### src/rtl/decode_register_file_pkg.sv
// Shared register-file constants used by the decoder, hazard unit and register file.
package decode_register_file_pkg;
    localparam int DATA_WIDTH     = 32;
    localparam int REG_COUNT      = 32;
    localparam int REG_ADDR_WIDTH = $clog2(REG_COUNT);
    localparam logic [4:0] ZERO_REG = 5'd0;
endpackage

### src/rtl/decode_register_file_load_use_detector.sv
// Combinational load-use hazard compare between the load in EX and the sources read in ID.
module load_use_detector #(
    parameter int ADDR_WIDTH = 5
) (
    input  logic                  ex_mem_read_i,
    input  logic [ADDR_WIDTH-1:0] ex_rd_addr_i,
    input  logic [ADDR_WIDTH-1:0] id_rs1_addr_i,
    input  logic [ADDR_WIDTH-1:0] id_rs2_addr_i,
    input  logic                  id_rs1_used_i,
    input  logic                  id_rs2_used_i,
    output logic                  stall_o
);
    logic rs1_hit;
    logic rs2_hit;

    always_comb begin
        rs1_hit = id_rs1_used_i && (id_rs1_addr_i == ex_rd_addr_i);
        rs2_hit = id_rs2_used_i && (id_rs2_addr_i == ex_rd_addr_i);
        // x0 never carries a loaded value, so it cannot create a hazard
        stall_o = ex_mem_read_i && (ex_rd_addr_i != '0) && (rs1_hit || rs2_hit);
    end
endmodule

### src/rtl/decode_register_file.sv
// Architectural integer register file: two write-first bypassed read ports, one write port,
// committed-write counter and load-use stall request.
module decode_register_file #(
    parameter int DATA_WIDTH = decode_register_file_pkg::DATA_WIDTH,
    parameter int REG_COUNT  = decode_register_file_pkg::REG_COUNT,
    parameter int ADDR_WIDTH = decode_register_file_pkg::REG_ADDR_WIDTH
) (
    input  logic                  clk,
    input  logic                  rst,
    input  logic [ADDR_WIDTH-1:0] ID_rs1_addr_i,
    input  logic [ADDR_WIDTH-1:0] ID_rs2_addr_i,
    input  logic                  ID_rs1_used_i,
    input  logic                  ID_rs2_used_i,
    output logic [DATA_WIDTH-1:0] ID_rs1_data_o,
    output logic [DATA_WIDTH-1:0] ID_rs2_data_o,
    input  logic                  EX_mem_read_i,
    input  logic [ADDR_WIDTH-1:0] EX_rd_addr_i,
    input  logic                  WB_reg_write_i,
    input  logic [ADDR_WIDTH-1:0] WB_rd_addr_i,
    input  logic [DATA_WIDTH-1:0] WB_writeback_data_i,
    output logic                  ID_load_use_stall_o,
    output logic [31:0]           RF_write_count_o
);
    import decode_register_file_pkg::*;

    logic [DATA_WIDTH-1:0] regs_q [REG_COUNT-1:1];
    logic [DATA_WIDTH-1:0] regs_d [REG_COUNT-1:1];
    logic [31:0]           count_q;
    logic [31:0]           count_d;
    logic                  wr_commit;

    // Reset also blocks the bypass so reads are 0 for the whole time rst is high
    assign wr_commit = !rst && WB_reg_write_i && (WB_rd_addr_i != ADDR_WIDTH'(ZERO_REG));

    always_comb begin
        regs_d  = regs_q;
        count_d = count_q;
        for (int i = 1; i < REG_COUNT; i++) begin
            if (wr_commit && (WB_rd_addr_i == ADDR_WIDTH'(i))) begin
                regs_d[i] = WB_writeback_data_i;
            end
        end
        if (wr_commit) begin
            count_d = count_q + 32'd1;
        end
    end

    always_ff @(posedge clk or posedge rst) begin
        if (rst) begin
            for (int i = 1; i < REG_COUNT; i++) begin
                regs_q[i] <= '0;
            end
            count_q <= '0;
        end else begin
            regs_q  <= regs_d;
            count_q <= count_d;
        end
    end

    always_comb begin
        ID_rs1_data_o = '0;
        ID_rs2_data_o = '0;
        if (ID_rs1_addr_i != '0) begin
            if (wr_commit && (WB_rd_addr_i == ID_rs1_addr_i)) ID_rs1_data_o = WB_writeback_data_i;
            else                                              ID_rs1_data_o = regs_q[ID_rs1_addr_i];
        end
        if (ID_rs2_addr_i != '0) begin
            if (wr_commit && (WB_rd_addr_i == ID_rs2_addr_i)) ID_rs2_data_o = WB_writeback_data_i;
            else                                              ID_rs2_data_o = regs_q[ID_rs2_addr_i];
        end
    end

    assign RF_write_count_o = count_q;

    load_use_detector #(
        .ADDR_WIDTH(ADDR_WIDTH)
    ) u_load_use_detector (
        .ex_mem_read_i(EX_mem_read_i),
        .ex_rd_addr_i (EX_rd_addr_i),
        .id_rs1_addr_i(ID_rs1_addr_i),
        .id_rs2_addr_i(ID_rs2_addr_i),
        .id_rs1_used_i(ID_rs1_used_i),
        .id_rs2_used_i(ID_rs2_used_i),
        .stall_o      (ID_load_use_stall_o)
    );
endmodule

### config.mk
export PLATFORM = sky130hd
export DESIGN_NAME = decode_register_file
export DESIGN_NICKNAME = d
export VERILOG_FILES = /design/src/rtl/decode_register_file_pkg.sv /design/src/rtl/decode_register_file_load_use_detector.sv /design/src/rtl/decode_register_file.sv
export SDC_FILE = /design/constraint.sdc
export NUM_CORES = 2
export LEC_CHECK = 0
export BUFFER_PORTS_ARGS = -buffer_cell sky130_fd_sc_hd__buf_2
export CAP_MARGIN = 40
export CORE_ASPECT_RATIO = 0.5
export CORE_MARGIN = 3
export CORE_UTILIZATION = 37
export CTS_CLUSTER_DIAMETER = 120
export CTS_CLUSTER_SIZE = 40
export DETAILED_ROUTE_END_ITERATION = 8
export SYNTH_ARGS = -nofsm -noshare
export SYNTH_HDL_FRONTEND = slang
export SYNTH_SLANG_ARGS = --single-unit
### constraint.sdc
create_clock -name clk -period 66.8 [get_ports clk]
set_input_delay 13.36 -clock clk [delete_from_list [all_inputs] [get_ports clk]]
set_output_delay 13.36 -clock clk [all_outputs]
set_load 0.02 [all_outputs]
==> metrics.txt <==
status complete, no violations; Starting Density 0.377; drt via density 6.40; Min-Delay Endpoint RF_write_count_o[31]; Core Rows 99; R2R Setup Slk between 60000 and 70000 ps; Place WS about 36000 ps; Syn Area/Cell 14.0 sq um; RSZ-0062 raised after global routing no; Clock Latency Late Sink 700 ps; Finish-stage setup viols 0; cell internal pwr 0.942 mW; Worst Skew 10.3 ps; drt total wl 189000 um; mux share of post-synthesis cell area 0.407; max-slew violations 0; Post-CTS Setup Inserts 0; Clk pwr share 0.208; Critical Path Fanout Max 69; hold path cells 1; minimum clock period 30990 ps; Worst Tran Pin Value ~1100 ps; Tcrit/Tclk final 0.464; most frequent cell on the critical path buf_4; MaxCap Viol Count 0; CP Capture Type output pin; commonest non-fill, non-tap cells in the layout dfrtp_1 (1024), mux2_2 (1021), mux4_2 (374); ys async rst share 1.00; xor and xnor area share after synthesis 0.00802; Max Root-Sink Buffers 3; crit-path leading delay family buffers and inverters; die area roughly 0.16 sq mm; PwrDens 22.5 mW/mm^2; Buf/Inv on CP 5; gr usage total 0.238; WS Path Type primary input to output pin; initial DRC count around 4200; port bufs between 150 and 200; FMAX roughly 0.032 GHz; Cells after Synth 3973; Area Overhead vs Synth 6.91%; Arrival @ worst endpoint 17630 ps; ANT nets after route 0; post-synthesis compound-gate area fraction 0.0521; Post-Syn Area 0.0557 sq mm; Comb pwr share 0.224; Clock Sinks 1024; Final Hold Fails 0; slowest cell on the critical path buf_4; top_reg_cell synth dfrtp_1; Slew HR 0.287; crit-path cells buf_8 -> buf_4 -> buf_4 -> nand2b_1 -> buf_4 -> o22ai_1 -> or3_1 -> a31oi_1 -> buf_2; CTS tree done; Root Buffer clkbuf_16; total CTS buffers 29; H-tree depth 1; Peak supply drop 0.0327 mV; Seq/Total Area, Yosys 0.460; slowest stage delay, CP 710 ps; register share of total power 0.568; commonest non-fill, non-tap cell in the layout dfrtp_1; grt ovf 0; 1st-pass router iterations 5; Post-Synth Simple-Gate Area 0.0368; vias in the first global route 38100; largest net degree at the start of global routing 121; HP Class flop to flop; initial antenna violation count 13; Sw Share 0.299; cts hold-fix bufs 0; drt wl/cell between 30 and 40 um; R2R cell count 5; Post-synth EDFFs 0; register bit count reported by yosys 1024; LEAKAGE 26.5 nW; post_cts resized 0; die width 555 um; layout cell share with drive strength beyond 1 0.456; largest family of logic cells by synthesized area multiplexers; yosys synthesis warning count 0; NumNets Final 3929; post-synth cell types 64; clock slew at reported path FFs 150 ps; CORE AREA 0.148 sq mm; first-pass GRT wire length approximately 280000 um; Syn Nets between 4000 and 5000; via count 37400; # DRC 0; post-DP HPWL 117000 um; placer congestion estimate 0.844; IO Count 155; startpoint types primary input; R2R Path End RF_write_count_o[20]; die height 280 um; sw power about 0.40 mW; slack of the critical path ~36000 ps; worst r2r src RF_write_count_o[2]; adder-cell share of the synthesized area 0.000225; Fin Setup TNS 0 ps; Req. time, crit path between 50000 and 60000 ps; WP depth 9; HP Start RF_write_count_o[31]
metrics by stage:
| step | power [mW] | hold slack (ps) | std cells | cell area, sq um | util |
|---|---|---|---|---|---|
| floorplan | 0.977 | 476 | 3973 | 55700 | - |
| global placement | 1.06 | 458 | 5774 | 58000 | 0.393 |
| global route | 1.40 | 516 | 5846 | 59600 | 0.403 |
| finish | 1.34 | 477 | 5850 | 59600 | 0.403 |
| detailed placement | 1.07 | 467 | 5806 | 58700 | 0.398 |
| CTS | 1.34 | 494 | 5840 | 59500 | 0.403 |
final cells by class:
type	instances	area, sq um
Antenna cell	8	20.0
Clock buffer	31	743
Clock inverter	3	61.3
Fill cell	13600	88100
Inverter	8	37.5
Multi-Input combinational cell	2526	28300
Sequential cell	1024	25600
Tap cell	1969	2460
Timing Repair Buffer	281	2280
cells in the mapped netlist, types with 19 or more instances:
master        n  share of area
nor2b_1      35         0.0039
clkbuf_1    164          0.011
buf_1        29         0.0020
nand3_1      91         0.0082
buf_4        37         0.0050
a211oi_1     22         0.0030
buf_2       173          0.016
a31oi_1      37         0.0042
or3_1        21         0.0024
o221ai_1     29         0.0046
nand2_1      88         0.0059
mux4_2      374           0.15
nand4_1      28         0.0031
xor2_1       20         0.0031
xnor2_1      31         0.0049
a2111oi_0    19         0.0030
a22oi_1      63         0.0085
mux2_1       39         0.0079
nor2_1       81         0.0055
a22o_1       38         0.0060
o22ai_1      42         0.0047
dfrtp_1    1024           0.46
a21oi_1      50         0.0045
mux2_2     1021           0.21
o21ai_0      47         0.0042
mux2i_1     230          0.041
cells by family (layout without fill, tap and decap cells):
logic type                 after synthesis  after routing
buffers and inverters                  423            323
other                                    0              8
muxes                                 1664           1664
AOI/OAI and AO/OA                      404            404
xor gates and xnor gates                51             51
adders and majority gates                1              1
and+or+nand+nor                        406            406
DFF                                   1024           1024
power groups by stage:
stage | sequential [mW] | clock [mW] | combinational (mW)
final | 0.763 | 0.279 | 0.301
after global routing | 0.772 | 0.304 | 0.320
after CTS | 0.760 | 0.285 | 0.300
after detailed placement | 0.773 | 0 | 0.299
after global placement | 0.767 | 0 | 0.289
after floorplan | 0.755 | 0 | 0.222
worst max-delay path by stage:
| stage | start | end | slack, ps |
|---|---|---|---|
| after floorplan | rst | RF_write_count_o[0] | 24600 |
| after global placement | ID_rs1_addr_i[1] | ID_rs1_data_o[28] | 35930 |
| after detailed placement | ID_rs1_addr_i[1] | ID_rs1_data_o[25] | 35870 |
| after CTS | ID_rs1_addr_i[1] | ID_rs1_data_o[25] | 35840 |
| after global routing | ID_rs1_addr_i[1] | ID_rs1_data_o[25] | 35770 |
| final | ID_rs1_addr_i[1] | ID_rs1_data_o[25] | 35810 |
per-layer routing:
metal,vias up,GRT usage,share of wire
met1,20400,0.338,0.43
met4,2,0.0876,0.042
met5,-,0,0.000063
li1,15000,-,-
met2,1707,0.362,0.44
met3,357,0.0474,0.085
flip-flops by register name, summed over array words and instances, names as in the netlist:
signal	count
RF_write_count_o	32
regs_q	992
Note: power is estimated with default switching activity, not from simulation.
